<file path="config.mk">
export PLATFORM = sky130hd
export DESIGN_NAME = pc_unit
export DESIGN_NICKNAME = d
export VERILOG_FILES = /design/src/rtl/pc_unit.sv
export SDC_FILE = /design/constraint.sdc
export NUM_CORES = 1
export LEC_CHECK = 0
export BUFFER_PORTS_ARGS = -buffer_cell sky130_fd_sc_hd__buf_2
export CAP_MARGIN = 15
export CORE_UTILIZATION = 30
export CTS_BUF_LIST = sky130_fd_sc_hd__clkbuf_16
export DETAILED_ROUTE_END_ITERATION = 7
export GPL_TIMING_DRIVEN = 0
export PLACE_DENSITY = 0.55
export SETUP_SLACK_MARGIN = 0.2
export SYNTH_ARGS = -nofsm -noshare
export SYNTH_HDL_FRONTEND = slang
export SYNTH_SLANG_ARGS = --single-unit
</file>
<file path="constraint.sdc">
create_clock -name clock -period 5 [get_ports clock]
set_clock_uncertainty 0.1 [all_clocks]
set_input_delay 0.5 -clock clock [delete_from_list [all_inputs] [get_ports clock]]
set_output_delay 0.5 -clock clock [all_outputs]
set_load 0.05 [all_outputs]
</file>
<file path="src/rtl/pc_unit.sv">
// Program-counter unit: sequential PC advance with branch/jump/call/return redirects
// and a circular return-address stack that silently drops the oldest entry on overflow.
module pc_unit #(
    parameter int               WIDTH        = 32,
    parameter int               INC          = 4,
    parameter logic [WIDTH-1:0] RESET_VECTOR = '0,
    parameter int               DEPTH        = 4
) (
    input  logic             clock,
    input  logic             reset_n,
    input  logic             stall,
    input  logic             branch_taken,
    input  logic [WIDTH-1:0] branch_target,
    input  logic             jump,
    input  logic             call,
    input  logic             ret,
    input  logic [WIDTH-1:0] jump_target,
    output logic [WIDTH-1:0] PC,
    output logic [WIDTH-1:0] PC4,
    output logic             ras_empty,
    output logic             ras_full,
    output logic             ras_err
);

    localparam int PW = $clog2(DEPTH);
    localparam int CW = PW + 1;

    logic [WIDTH-1:0] pc_q, pc_d;
    logic [PW-1:0]    ptr_q, ptr_d;
    logic [CW-1:0]    cnt_q, cnt_d;
    logic             err_q, err_d;
    logic             push_en;
    logic [PW-1:0]    top_idx;
    logic [WIDTH-1:0] ras_mem [DEPTH];

    // ptr_q is the next free slot; the most recent entry sits one below it.
    assign top_idx   = ptr_q - PW'(1);
    assign PC        = pc_q;
    assign PC4       = pc_q + WIDTH'(INC);
    assign ras_empty = (cnt_q == '0);
    assign ras_full  = (cnt_q == CW'(DEPTH));
    assign ras_err   = err_q;

    always_comb begin
        pc_d    = pc_q;
        ptr_d   = ptr_q;
        cnt_d   = cnt_q;
        err_d   = err_q;
        push_en = 1'b0;
        if (stall) begin
            pc_d = pc_q;
        end else if (ret) begin
            if (!ras_empty) begin
                pc_d  = ras_mem[top_idx];
                ptr_d = top_idx;
                cnt_d = cnt_q - CW'(1);
            end else begin
                pc_d  = PC4;
                err_d = 1'b1;
            end
        end else if (call) begin
            pc_d    = jump_target;
            push_en = 1'b1;
            ptr_d   = ptr_q + PW'(1);
            // When full the write lands on the oldest slot, so the count saturates.
            if (!ras_full) begin
                cnt_d = cnt_q + CW'(1);
            end
        end else if (jump) begin
            pc_d = jump_target;
        end else if (branch_taken) begin
            pc_d = branch_target;
        end else begin
            pc_d = PC4;
        end
    end

    always_ff @(posedge clock or negedge reset_n) begin
        if (!reset_n) begin
            pc_q  <= RESET_VECTOR;
            ptr_q <= '0;
            cnt_q <= '0;
            err_q <= 1'b0;
        end else begin
            pc_q  <= pc_d;
            ptr_q <= ptr_d;
            cnt_q <= cnt_d;
            err_q <= err_d;
        end
    end

    always_ff @(posedge clock) begin
        if (push_en) begin
            ras_mem[ptr_q] <= PC4;
        end
    end

endmodule

</file>
==> flow_summary_export.csv <==
group,metric,value,unit
grt,antenna_found_initial,1,
finish,drive_gt1_frac,0.270,
floorplan,start_util,0.308,
job,cap_violations,0,
finish,most-common-layout-cells,"buf_2, edfxtp_1, nand2_1, a21oi_1, clkbuf_1",
cts,cts_tree,"built",
finish,areaGrowthSynthToFinish,22.1,%
logic_synthesis,synth.avg_cell_area,12.2,um^2
sta,max-slew-margin-rel,0.139,
grt,grt_pass1_vias,6303,
grt,grt.busiest_layer,"met2",
cts,clockBufferDepth,2,
logic_synthesis,synth-edff-count,128,
placed_design,io_buffers,137,
finish,final_common_cell,"buf_2",
sta,rsz0062_at_grt,"false",
setup_path,cpMaxStageDelayCell,"clkbuf_1",
cts,clk_pin_slew,0.07,ns
setup_path,cp_common_cell,"buf_2",
logic_synthesis,ys.flop_type,"edfxtp_1",
detailed_routing,drcViolationCount,0,
detailed_routing,routedWlPerCell,23.8,um
placed_design,place.gp.congestion,0.891,
logic_synthesis,yosysSeqAreaShare,0.574,
sta,setup_viol,0,
setup_path,worstPathMaxFanout,10,
logic_synthesis,yosysUniqueCellTypes,65,
grt,grt_pass1_wl,42200,um
placed_design,place_hpwl,21000,um
cts,ctsResizeCount,0,
logic_synthesis,async_flop_share,0.229,
floorplan,die_h,169,um
pwr,powerDensity,621,mW/mm^2
detailed_routing,ant_nets,0,
sta,fmax,0.228,GHz
finish,multi_input_area,0.00326,mm^2
floorplan,die_w,169,um
setup_path,worstSetupPathType,"register to register",
sta,period_share,0.878,
finish,final-instance-count-excl-fill,1231,
detailed_routing,dr_total_vias,6813,
hold_path,hp-class,"primary input to async pin",
setup_path,cp_data_required_time,5.19,ns
finish,nFillCells,2649,
setup_path,path_buf_inv,6,
detailed_routing,firstDrtPassIters,6,
grt,grt_max_degree,39,
setup_path,cp-start-kind,"register",
finish,layout.nets,923,
floorplan,die_area,0.0285,mm^2
sta,slew_viol_final,0,
sta,tns,0,ns
logic_synthesis,yosys_warnings,0,
setup_path,max_stage_delay,0.77,ns
cts,hold_buffers,0,
cts,postCtsSetupRepairBufs,0,
detailed_routing,wl,29300,um
pwr,ir_drop,370,uV
floorplan,core-area,0.0271,mm^2
sta,min_period,4.39,ns
grt,overflow,0,
setup_path,worst_setup_path_end_kind,"register",
sta,hold_viol_final,0,
pwr,p_leak,3.72,nW
cts,numCtsBuffers,17,
logic_synthesis,synth-seq-cells,166,
grt,grt_use_met2,0.304,
logic_synthesis,netlist_instances,685,
logic_synthesis,syn_area,0.00835,mm^2
cts,clkSinkCount,166,
setup_path,crit_chain,"buf_2, buf_2, buf_2, inv_1, ha_1, clkbuf_1, clkbuf_1, mux4_2, nand2_1, o31ai_1, a22oi_1, o21ai_0",
outcome,status,"complete, no violations",
finish,register_area,0.00479,mm^2
logic_synthesis,syn-num-nets,762,
setup_path,arrival,4.58,ns
grt,use_met3,0.0512,
cts,clkLatencyLatePin,0.43,ns
finish,diodes,0,
grt,met1_usage,0.299,
detailed_routing,avgViaCountPerCell,5.53,
cts,h-tree-depth,4,
grt,track_usage,0.206,
detailed_routing,drt_iter0_markers,920,
placed_design,dp.cells,1199,
floorplan,row_count,60,
cts,ctsRootBufferMaster,"clkbuf_16",
sta,max_slew.worst_pin.slew,1.28,ns
floorplan,io_pins,138,
setup_path,critPathTopFamily,"buffers and inverters",
## metal layers
metal,part of all wire,vias up
li1,-,2960
met1,0.44,3387
met2,0.44,423
met3,0.10,43
met4,0.020,0
met5,0,-
## path summary, 6_finish.rpt
kind | startpoint | to | slack (ns) | depth (start not counted)
setup / recovery | ptr_q[0] | PC[13] | 0.61 | 12
hold / removal | reset_n | ras_err | 0.17 | 1
setup reg to reg | ptr_q[0] | PC[13] | 0.61 | 12
hold reg to reg | ras_err | ras_err | 0.37 | 1
max in group asynchronous | reset_n | PC[23] | 3.94 | 1
min in group clock | jump_target[15] | PC[15] | 0.28 | 3
## cell families (layout without fill, tap and decap cells)
kind of cell / count (synthesis) / after routing / share of synthesized area
AND/OR/NAND/NOR: 199 / 199 / 0.123
multiplexers: 42 / 42 / 0.0984
AO/OA/AOI/OAI: 170 / 170 / 0.131
buffers and inverters: 77 / 251 / 0.0377
XOR/XNOR: 25 / 25 / 0.0262
adder cells (fa/ha/maj): 6 / 6 / 0.00988
flip-flops: 166 / 166 / 0.574
## area by class of cell
type                            count  share of cell area
Sequential cell                   166               0.470
Multi-Input combinational cell    442               0.319
Timing Repair Buffer              142              0.0787
Tap cell                          372              0.0456
Clock buffer                       17              0.0417
Buffer                             54              0.0224
Clock inverter                     15              0.0140
Inverter                           23             0.00846
## metrics by stage
stage          worst slack [ns]   util  instance area, um^2  total power, mW  hold WS [ns]
4_1_cts                   0.530  0.376                10200             6.35         0.186
2_1_floorplan              1.42      -                 8350             4.15         0.104
3_3_place_gp              0.581  0.351                 9510             5.01         0.344
5_1_grt                   0.307  0.376                10200             6.58         0.222
3_5_place_dp              0.548  0.355                 9630             5.06         0.350
6_report                  0.611  0.376                10200             6.33         0.166
## where the power goes
part           switching, mW  internal [mW]
Clock                  0.566          0.729
Combinational           2.08          0.883
Sequential             0.234           1.84
Total                   2.88           3.45
## state kept, by name (all words and copies together), names as in the netlist
name	cells
cnt_q	3
ptr_q	2
ras_mem	128
ras_err	1
PC	32
## synth_stat cells, types with 4 or more instances
library cell / count / area share
dfrtp_1: 38 / 0.11
a211oi_1: 9 / 0.0081
edfxtp_1: 128 / 0.46
o31ai_1: 6 / 0.0054
xnor2_1: 13 / 0.014
nand2_1: 58 / 0.026
o221ai_1: 4 / 0.0042
nor4_1: 4 / 0.0030
nor3_1: 13 / 0.0078
xor2_1: 12 / 0.013
o22ai_1: 7 / 0.0052
and3_1: 14 / 0.010
mux2i_1: 9 / 0.011
a21oi_1: 42 / 0.025
nor2_1: 35 / 0.016
nand4_1: 6 / 0.0045
clkbuf_1: 39 / 0.018
a31oi_1: 16 / 0.012
or4_1: 4 / 0.0036
nand3_1: 29 / 0.017
or2_2: 4 / 0.0030
o21a_1: 4 / 0.0036
or3_1: 12 / 0.0090
o21ai_0: 35 / 0.021
o21bai_1: 5 / 0.0045
ha_1: 5 / 0.0075
inv_1: 21 / 0.0094
a22oi_1: 5 / 0.0045
buf_2: 6 / 0.0036
o211ai_1: 9 / 0.0081
mux4_2: 32 / 0.086
a21boi_0: 5 / 0.0045
No activity file was read; power rests on OpenSTA's default activity.
